==> src/rtl/control_sequencer.sv <==
// Fetch/decode/execute controller for the 8-bit common-bus CPU.
// Sequences datapath enables and owns the memory request/ack handshake with timeout.
module control_sequencer #(
    parameter int unsigned MAX_WAIT = 15
) (
    input  logic       clock,
    input  logic       reset_n,
    input  logic       run,
    input  logic [7:0] ir,
    input  logic       alu_zero,
    input  logic       mem_ack,
    output logic       mem_req,
    output logic       mem_we,
    output logic       addr_sel,
    output logic [1:0] bus_sel,
    output logic       pc_load_en,
    output logic       pc_sel,
    output logic       ir_load_en,
    output logic       mar_load_en,
    output logic       rf_write,
    output logic [1:0] rf_addr,
    output logic [2:0] alu_op,
    output logic       halted,
    output logic       bus_error
);

    typedef enum logic [2:0] {
        S_IDLE   = 3'd0,
        S_FETCH  = 3'd1,
        S_DECODE = 3'd2,
        S_OPND   = 3'd3,
        S_EXEC   = 3'd4,
        S_MEMOP  = 3'd5,
        S_WB     = 3'd6,
        S_HALT   = 3'd7
    } state_t;

    localparam logic [2:0] OP_NOP = 3'b000;
    localparam logic [2:0] OP_LDI = 3'b001;
    localparam logic [2:0] OP_LD  = 3'b010;
    localparam logic [2:0] OP_ST  = 3'b011;
    localparam logic [2:0] OP_ALU = 3'b100;
    localparam logic [2:0] OP_JMP = 3'b101;
    localparam logic [2:0] OP_JZ  = 3'b110;
    localparam logic [2:0] OP_HLT = 3'b111;

    localparam logic [7:0] WAIT_LAST = 8'(MAX_WAIT - 1);

    state_t     state_r;
    state_t     state_s;
    logic [7:0] wait_cnt_r;
    logic       bus_error_r;
    logic [2:0] opcode_s;
    logic       req_state_s;
    logic       timeout_s;

    assign opcode_s    = ir[7:5];
    assign req_state_s = (state_r == S_FETCH) || (state_r == S_OPND) || (state_r == S_MEMOP);
    // The last unacknowledged request cycle before giving up.
    assign timeout_s   = req_state_s && !mem_ack && (wait_cnt_r == WAIT_LAST);
    assign bus_error   = bus_error_r;

    // State register.
    always_ff @(posedge clock or negedge reset_n) begin
        if (!reset_n) begin
            state_r <= S_IDLE;
        end else begin
            state_r <= state_s;
        end
    end

    // Handshake wait counter and sticky timeout flag.
    always_ff @(posedge clock or negedge reset_n) begin
        if (!reset_n) begin
            wait_cnt_r  <= 8'd0;
            bus_error_r <= 1'b0;
        end else begin
            if (!req_state_s || mem_ack || timeout_s) begin
                wait_cnt_r <= 8'd0;
            end else begin
                wait_cnt_r <= wait_cnt_r + 8'd1;
            end
            if (timeout_s) begin
                bus_error_r <= 1'b1;
            end else begin
                bus_error_r <= bus_error_r;
            end
        end
    end

    // Next-state decode.
    always_comb begin
        state_s = state_r;
        case (state_r)
            S_IDLE, S_HALT: begin
                if (run) state_s = S_FETCH;
                else     state_s = state_r;
            end
            S_FETCH: begin
                if (mem_ack)        state_s = S_DECODE;
                else if (timeout_s) state_s = S_HALT;
                else                state_s = S_FETCH;
            end
            S_DECODE: begin
                case (opcode_s)
                    OP_NOP:  state_s = S_FETCH;
                    OP_HLT:  state_s = S_HALT;
                    OP_ALU:  state_s = S_EXEC;
                    default: state_s = S_OPND;
                endcase
            end
            S_OPND: begin
                if (mem_ack) begin
                    case (opcode_s)
                        OP_LD, OP_ST: state_s = S_MEMOP;
                        OP_JMP:       state_s = S_EXEC;
                        OP_JZ:        state_s = alu_zero ? S_EXEC : S_FETCH;
                        default:      state_s = S_FETCH;
                    endcase
                end else if (timeout_s) begin
                    state_s = S_HALT;
                end else begin
                    state_s = S_OPND;
                end
            end
            S_MEMOP: begin
                if (mem_ack)        state_s = (opcode_s == OP_ST) ? S_FETCH : S_WB;
                else if (timeout_s) state_s = S_HALT;
                else                state_s = S_MEMOP;
            end
            S_WB:    state_s = S_FETCH;
            S_EXEC:  state_s = S_FETCH;
            default: state_s = S_IDLE;
        endcase
    end

    // Datapath control decode; enables qualified by state and mem_ack.
    always_comb begin
        mem_req     = 1'b0;
        mem_we      = 1'b0;
        addr_sel    = 1'b0;
        bus_sel     = 2'd0;
        pc_load_en  = 1'b0;
        pc_sel      = 1'b0;
        ir_load_en  = 1'b0;
        mar_load_en = 1'b0;
        rf_write    = 1'b0;
        rf_addr     = 2'd0;
        alu_op      = 3'd0;
        halted      = 1'b0;
        case (state_r)
            S_FETCH: begin
                mem_req = 1'b1;
                if (mem_ack) begin
                    ir_load_en = 1'b1;
                    pc_load_en = 1'b1;
                end else begin
                    ir_load_en = 1'b0;
                    pc_load_en = 1'b0;
                end
            end
            S_OPND: begin
                mem_req = 1'b1;
                if (mem_ack) begin
                    pc_load_en = 1'b1;
                    case (opcode_s)
                        OP_LDI: begin
                            rf_write = 1'b1;
                            rf_addr  = ir[4:3];
                        end
                        OP_LD, OP_ST, OP_JMP: mar_load_en = 1'b1;
                        OP_JZ:   mar_load_en = alu_zero;
                        default: mar_load_en = 1'b0;
                    endcase
                end else begin
                    pc_load_en = 1'b0;
                end
            end
            S_MEMOP: begin
                mem_req  = 1'b1;
                addr_sel = 1'b1;
                if (opcode_s == OP_ST) begin
                    mem_we  = 1'b1;
                    bus_sel = 2'd1;
                    rf_addr = ir[4:3];
                end else begin
                    mem_we  = 1'b0;
                end
            end
            S_WB: begin
                rf_write = 1'b1;
                rf_addr  = ir[4:3];
            end
            S_EXEC: begin
                if (opcode_s == OP_ALU) begin
                    alu_op   = ir[2:0];
                    bus_sel  = 2'd2;
                    rf_write = 1'b1;
                    rf_addr  = ir[4:3];
                end else begin
                    pc_load_en = 1'b1;
                    pc_sel     = 1'b1;
                end
            end
            S_HALT:  halted = 1'b1;
            default: halted = 1'b0;
        endcase
    end

endmodule
==> config.mk <==
export PLATFORM = sky130hd
export DESIGN_NAME = control_sequencer
export DESIGN_NICKNAME = d
export VERILOG_FILES = /design/src/rtl/control_sequencer.sv
export SDC_FILE = /design/constraint.sdc
export NUM_CORES = 1
export LEC_CHECK = 0
export BUFFER_PORTS_ARGS = -buffer_cell sky130_fd_sc_hd__buf_2
export CORE_MARGIN = 2
export CORE_UTILIZATION = 49
export DETAILED_ROUTE_END_ITERATION = 8
export GPL_ROUTABILITY_DRIVEN = 0
export GPL_TIMING_DRIVEN = 0
export PLACE_DENSITY = 0.79
export SLEW_MARGIN = 20
export SYNTH_ARGS = -nofsm -noshare
export SYNTH_HDL_FRONTEND = slang
export SYNTH_SLANG_ARGS = --single-unit
export TNS_END_PERCENT = 1
==> constraint.sdc <==
create_clock -name clock -period 1.6 [get_ports clock]
set_input_delay 0.08 -clock clock [delete_from_list [all_inputs] [get_ports clock]]
set_output_delay 0.08 -clock clock [all_outputs]
set_load 0.01 [all_outputs]
== Word-level counts from Yosys, hierarchy flattened ==
Cells that the tools add are included.
Cells by class
  reductions and logical operators: 16
  equality and inequality tests: 16
  $add $sub $neg: 1
  mux-type cells: 40
Operators with widths (number)
  3-bit two-way mux: 10
  3-bit == test (second input constant): 8
  3-bit one-hot mux with 3 select lines: 2
  3-bit one-hot mux with 6 select lines: 1
  1-bit two-way mux: 15
  3-bit by 2-bit == test with 1-bit output (second input constant): 4
  2-bit two-way mux: 6
  8-bit by 1-bit adder with 8-bit output (second input constant): 1
  8-bit by 4-bit == test with 1-bit output (second input constant): 1
  8-bit two-way mux: 1
  2-bit one-hot mux with 4 select lines: 1
  2-bit OR reduction: 4
  3-bit by 1-bit == test with 1-bit output (second input constant): 2
  3-bit zero test: 2
  3-bit OR reduction: 2
  1-bit logical OR: 4
  1-bit one-hot mux with 2 select lines: 2
  2-bit one-hot mux with 2 select lines: 1
  1-bit one-hot mux with 3 select lines: 1
  1-bit logical AND: 2
  1-bit zero test: 2
  2-bit inequality test (second input constant): 1
Storage, ports and cells
  bits in registers: 12
  logic and storage cells: 76
  output and inout bits: 17

== Longest topological paths before layout ==
Gate-level depths: netlist of the first run.
  word-level depth: 8
  mapped depth: 6
  gate-level depth less buffers: 5

== Least setup slack after synthesis of the first run ==
No wires, ideal clock.
  path kind: flip-flop to flip-flop
  start: register state_r[2]
  end: register state_r[2]
  slack: 218 ps
  path buffers: 1
  arrival: 1310 ps
  cell stages (with the launch flop): 6
  library setup time: 72 ps
  cells stage by stage: dfrtp_1 buf_6 and2b_1 nand3_1 a311oi_1 nand4b_1
Between the ends
  cells in the longest elaborated chain, start to end: 8
  elaborated cells between the ends (all ways): 20
RTL lines
  start: declaration: line 49  | state_t state_r;
  start signal: assignment: line 68  | state_r <= state_s;
  3-bit by 1-bit == test with 1-bit output or 3-bit by 2-bit == test with 1-bit output (tied branches): line 58, 94
  1-bit logical OR (2 in series): line 58  | assign req_state_s = (state_r == S_FETCH) || (state_r == S_OPND) || (state_r == S_MEMOP);
  1-bit logical AND (2 in series): line 60  | assign timeout_s = req_state_s && !mem_ack && (wait_cnt_r == WAIT_LAST);
  3-bit two-way mux (on tied branches): line 120, 101
  3-bit two-way mux (on tied branches): line 113, 100
  3-bit one-hot mux with 6 select lines: line 94  | case (state_r)
Parallel ways exist; a longest one is shown, timed or not.
A chain may end at the register's enable or synchronous reset.

== Worst setup path after layout of the first run ==
  start: register state_r[0]
  end: output rf_addr[0]
Between the ends
  cells in the longest elaborated chain, start to end: 2
  elaborated cells between the ends (all ways): 5
RTL lines
  3-bit == test or 3-bit by 2-bit == test with 1-bit output (tied branches): line 151  | case (state_r)
  2-bit one-hot mux with 4 select lines *: line 151
  end: declaration: line 21  | output logic [1:0] rf_addr,
Mark *: on every way between the ends. The rest lies on a longest branch, timed or not.

==> impl_metrics.tcl, run 1 <==
set metrics [dict create \
    cts_buffer_depth 2 \
    hold_slack_ps 132 \
    vdd_drop_max_v 0.000788 \
    yosysUniqueCellTypes 43 \
    wl_per_cell_um 12.8 \
    io_pins 30 \
    overflow 0 \
    rr_startpoint "state_r[0]$_DFFE_PN0P_" \
    synth-edff-count 0 \
    grt_pass1_vias 714 \
    setup_viol 4 \
    post-route-util_pct 67.7 \
    leakagePower_nw 0.600 \
    synthesis.nets 118 \
    period_needed_ps 1720 \
    grt_max_degree 13 \
    cts_root_buf "clkbuf_4" \
    via_per_inst 5.26 \
    grt_usage_pct 19.8 \
    power_switching_mw 0.562 \
    skew_ps 5.47 \
    synth.top_cell.area_share_pct 32.0 \
    dieArea_mm2 0.00228 \
    synth_area_per_cell_um2 9.12 \
    path_clk_slew_ps 70 \
    start_util_pct 53.3 \
    synth_seq_cells 12 \
    seqPwrFrac_pct 30.4 \
    cp.required_ps 1520 \
    crit_fanout 6 \
    status "finished, violations left" \
    hold_path.startpoint "mem_ack" \
    clockPowerShare_pct 16.8 \
    finalMaxSlewViolations 0 \
    grt_pass1_wl_mm 3.09 \
    r2r_cells 6 \
    violations "setup timing" \
    r2r_slack_ps 130 \
    ant_nets 0 \
    portBuffers 26 \
    cts_tree "built" \
    fin_ws_ps -121 \
    row_count 15 \
    placed_cell_area_mm2 0.00110 \
    startpoint_type "flip-flop" \
    finalHoldViolations 0 \
    dpl.hpwl_mm 1.55 \
    synth_top_cell_by_area "dfrtp_1" \
    wl_mm 2.08 \
    cts_inserted_buffers 3 \
    relSlewSlack_pct 77.8 \
    worstSetupPathType "reg2out" \
    synth_warnings 0 \
    final_nets 154 \
    drcViolationCount 0 \
    die_h_um 47.8 \
    yosysSeqAreaShare_pct 32.0 \
    drt_iter0_drc 11 \
    tightestPinTransition_ps 330 \
    syn_area_um2 940 \
    combPwrFrac_pct 52.9 \
    power.density_mw_per_mm2 1200 \
    core_area_mm2 0.00176 \
    grt_setup_unrepaired "true" \
    first_pass_iters 4 \
    synth_flop_cell "dfrtp_1" \
    insertion_delay_ps 280 \
    drive_gt1_share_pct 37.7 \
    async_flop_share_pct 100 \
    cellInternalPower_mw 0.869 \
    stdcell_count 163 \
    drv_cap 0 \
    cp_data_arrival_time_ps 1640 \
    cts_sinks 12 \
    p_sw_share_pct 39.3 \
    area_growth_pct 27.2 \
    synth.area.top_cells "dfrtp_1, nor2_1, xor2_1" \
    yosysMostFrequentCell "nor2_1" \
    h-tree-depth 1 \
    worstReg2RegEnd "state_r[2]$_DFFE_PN0P_" \
    postSynthCellCount 103 \
    worstHoldPathCells 2 \
    antenna_found_initial 0 \
    final_cell_area_mm2 0.00119 \
    chipWidth_um 47.8 \
    max_freq_ghz 0.581 \
    yosys-top-cells-count "nor2_1, dfrtp_1, nand2_1, nand2b_1, xor2_1" \
    min_to "state_r[0]$_DFFE_PN0P_" \
    dp.cells 154 \
    hold_path.class "in2reg" \
    vias 857 \
    end_kind "output port" \
    post-route-period-util_pct 108 \
    num_antenna_cells 0 \
]
[worst max path at each step]
stage               depth (start not counted)              startpoint                endpoint
floorplan                                   5  state_r[2]$_DFFE_PN0P_  state_r[2]$_DFFE_PN0P_
global placement                            6  state_r[2]$_DFFE_PN0P_              rf_addr[1]
detailed placement                          6  state_r[2]$_DFFE_PN0P_              rf_addr[0]
CTS                                         6  state_r[2]$_DFFE_PN0P_              rf_addr[0]
global route                                6  state_r[0]$_DFFE_PN0P_              rf_addr[0]
finish                                      6  state_r[0]$_DFFE_PN0P_              rf_addr[0]
[power by group through the flow]
stage	registers, mW	logic (mW)	clock network, mW
final	0.435	0.756	0.240
after global routing	0.447	0.825	0.260
after CTS	0.425	0.728	0.249
after detailed placement	0.430	0.672	0
after global placement	0.425	0.648	0
after floorplan	0.408	0.512	0
[sequential cells by signal, indices dropped and copies added (netlist names)]
signal      count
bus_error       1
wait_cnt_r      8
state_r         3
[repair_timing]
action	in CTS	in global routing
resized for setup	2	3
buffers inserted	3	2
setup endpoints to repair	4	8
hold endpoints to repair	12	0
hold buffers	1	0
pin swaps	2	2
[metrics by stage]
step                total power [mW]  worst slack (ps)  setup TNS (ps)
finish                          1.43              -121            -358
CTS                             1.40              -275            -893
global route                    1.53              -234            -751
floorplan                      0.920               218               0
detailed placement              1.10              41.1               0
global placement                1.07               125               0
[critical path: stages (launching register included)]
cell	delay, ps
dfrtp_1	390
buf_6	140
nand3b_1	120
o41ai_2	300
a22oi_2	140
nor2b_1	130
buf_2	140
[layout make-up]
cell class              instances  area, µm²
inverters                       3       11.3
plain buffers                   7       71.3
clock buffers                   4       36.3
repair buffers                 32        181
multi-input cells              80        563
flip-flops and latches         12        300
well taps                      25       31.3
fillers                       173        569
[kinds of logic (layout without fill, tap and decap cells)]
family / Yosys count / count (layout) / synth area share [%]
adders and majority gates: 2 / 2 / 2.66
DFF: 12 / 12 / 32.0
xor gates and xnor gates: 6 / 6 / 5.59
buffers and inverters: 11 / 46 / 9.59
and+or+nand+nor: 51 / 51 / 31.7
AOI/OAI and AO/OA: 20 / 20 / 17.4
muxes: 1 / 1 / 1.07
[placed cells by master, fill, tap and decap left out, types with 3 or more instances in the layout]
cell type  Yosys  routed
inv_1          3       3
nand2_1        6       6
clkbuf_4       0       3
clkbuf_8       2       3
nand3b_1       4       4
nand2b_1       6       5
xor2_1         5       5
dfrtp_1       12      12
nor2_1        13      13
o21ai_0        4       4
and2_1         4       4
buf_2          2      28
nor2b_1        3       3
buf_6          3       4
buf_4          1       4
[layer usage]
metal | vias to the layer above | GRT usage, % | wire length [µm]
li1 | 427 | - | -
met1 | 399 | 26.3 | 910
met2 | 27 | 30.1 | 1010
met3 | 4 | 5.66 | 133
met4 | 0 | 8.11 | 29
met5 | - | 0 | 0
Note: power is estimated with default switching activity, not from simulation.
==> run 2, diff against run 1 <==
--- a/config.mk
+++ b/config.mk
@@ -11,7 +11,8 @@
 export DETAILED_ROUTE_END_ITERATION = 8
 export GPL_ROUTABILITY_DRIVEN = 0
 export GPL_TIMING_DRIVEN = 0
-export PLACE_DENSITY = 0.79
+export PLACE_DENSITY = 0.83
+export REMOVE_ABC_BUFFERS = 1
 export SLEW_MARGIN = 20
 export SYNTH_ARGS = -nofsm -noshare
 export SYNTH_HDL_FRONTEND = slang
==> run 2 against run 1 <==
Net effect: the run still ends with setup timing left; non-clock buffer count down 5; register-to-register slack got worse by 20 ps; clock-buffer cell count unchanged; design area is 3.8% lower.
==> impl_metrics.tcl, run 2 (synthesis gave the netlist of run 1 again) <==
set metrics [dict create \
    path_clk_slew_ps 70 \
    hold_path.class "in2reg" \
    mostFrequentLayoutCells "buf_2, nor2_1, dfrtp_1" \
    antenna_found_initial 0 \
    skew_ps 2.05 \
    ant_nets 0 \
    r2r_slack_ps 110 \
    num_antenna_cells 0 \
    cts_buffer_depth 2 \
    r2r_cells 6 \
    status "finished, violations left" \
    grt_setup_unrepaired "true" \
    die_h_um 47.8 \
    dpl.hpwl_mm 1.35 \
    crit_fanout 17 \
    io_pins 30 \
    violations "setup timing" \
    portBuffers 29 \
    tightestPinTransition_ps 357 \
    core_area_mm2 0.00176 \
    drt_iter0_drc 18 \
    worstSetupPathType "reg2out" \
    drv_cap 0 \
    final_cell_area_mm2 0.00115 \
    chipWidth_um 47.8 \
    dp.cells 149 \
    grt_usage_pct 18.3 \
    power.total_mw 1.36 \
    power.density_mw_per_mm2 1180 \
    stdcell_count 158 \
    wl_per_cell_um 12.1 \
    finalHoldViolations 0 \
    crit_chain "or2b_2 -> o22ai_2 -> a22oi_2 -> nor2b_1 -> buf_2" \
    relSlewSlack_pct 76.1 \
    drcViolationCount 0 \
    fin_ws_ps -51.4 \
    regMostFlops "wait_cnt_r" \
    start_util_pct 53.3 \
    area_growth_pct 22.4 \
    drive_gt1_share_pct 38.3 \
    startpoint_type "flip-flop" \
    final_nets 149 \
    placed_cell_area_mm2 0.00104 \
    rr_startpoint "state_r[0]$_DFFE_PN0P_" \
    grt_pass1_wl_mm 3.03 \
    grt_max_degree 18 \
    end_kind "output port" \
    cts_root_buf "clkbuf_4" \
    crit_path_max_incr_delay_ps 520 \
    period_needed_ps 1650 \
    h-tree-depth 1 \
    grt_pass1_vias 746 \
    cp_data_arrival_time_ps 1570 \
    cts_sinks 12 \
    worstReg2RegEnd "wait_cnt_r[5]$_DFF_PN0_" \
    vdd_drop_max_v 0.000758 \
    leakagePower_nw 0.578 \
    overflow 0 \
    pre_cts_ws_ps 39.8 \
    dieArea_mm2 0.00228 \
    largest_reg_flops 8 \
    cts_inserted_buffers 3 \
    final_common_cell "buf_2" \
    via_per_inst 5.40 \
    max_freq_ghz 0.606 \
    fin_tns_setup_ps -145 \
    wl_mm 1.91 \
    vias 853 \
    crit_path_top_delay_cell "dfrtp_2" \
    post-route-period-util_pct 103 \
    first_pass_iters 4 \
    nFillCells 158 \
    startpoint "state_r[1]$_DFFE_PN0P_" \
    finalMaxSlewViolations 0 \
    cts_tree "built" \
    setup_viol 3 \
    endpoint "rf_addr[0]" \
    cp.required_ps 1520 \
    insertion_delay_ps 260 \
    row_count 15 \
]
==> run 2: cell count changes in the layout (fill, tap and decap cells not counted) <==
cell      before  now
o41ai_2        1    0
nand2b_4       0    1
buf_2         28   29
buf_6          4    0
o41ai_4        0    1
dfrtp_2        0    3
dfrtp_1       12    9
clkbuf_8       3    1
nand2b_1       5    4
==> run 2: worst min-delay path by stage <==
stage | cells after the start | from | slack, ps | end
finish | 3 | run | 130 | state_r[2]$_DFFE_PN0P_
detailed placement | 1 | reset_n | -30 | wait_cnt_r[5]$_DFF_PN0_
CTS | 2 | mem_ack | 130 | state_r[0]$_DFFE_PN0P_
floorplan | 0 | reset_n | -220 | bus_error$_DFFE_PN0N_
global route | 2 | mem_ack | 150 | state_r[0]$_DFFE_PN0P_
global placement | 1 | reset_n | -30 | state_r[2]$_DFFE_PN0P_
==> run 2: per-stage QoR <==
step,hold WS [ps],utilization [%]
final,135,65.2
after global routing,153,65.2
after CTS,132,63.5
after detailed placement,-32.1,58.8
after global placement,-33.8,58.8
after floorplan,-216,-
==> run 2: where the power goes <==
| part | internal, mW | switching (mW) | total (mW) |
|---|---|---|---|
| Sequential | 0.365 | 0.0980 | 0.463 |
| Clock | 0.138 | 0.0962 | 0.234 |
| Combinational | 0.312 | 0.348 | 0.660 |
==> run 2: metal layers <==
metal,up-vias,share of wire (%),track usage (%)
met5,-,0,0
met4,0,0,2.70
met3,0,4.1,3.40
met2,26,50,30.9
met1,407,46,24.8
li1,420,-,-
==> run 2: worst max-delay path: cells and delay by family, from the launching register on <==
kind                   cells  cell delay [ps]
flip-flops                 1              520
AO/OA/AOI/OAI              2              200
buffers and inverters      1              130
AND/OR/NAND/NOR            2              460
==> run 2: repair_timing <==
item | CTS | global route
setup endpoints to repair | 8 | 16
buffers inserted | 4 | 0
hold buffers | 1 | 0
resized for setup | 4 | 5
pin swaps | 2 | 1
endpoints found under the hold margin | 12 | 0
==> run 2: final cells by class <==
class / instances / area [µm²] / share of cell area, %
Clock buffer: 4 / 36.3 / 3.16
Inverter: 3 / 11.3 / 0.979
Multi-Input combinational cell: 80 / 582 / 50.6
Sequential cell: 12 / 304 / 26.4
Tap cell: 25 / 31.3 / 2.72
Timing Repair Buffer: 34 / 185 / 16.1
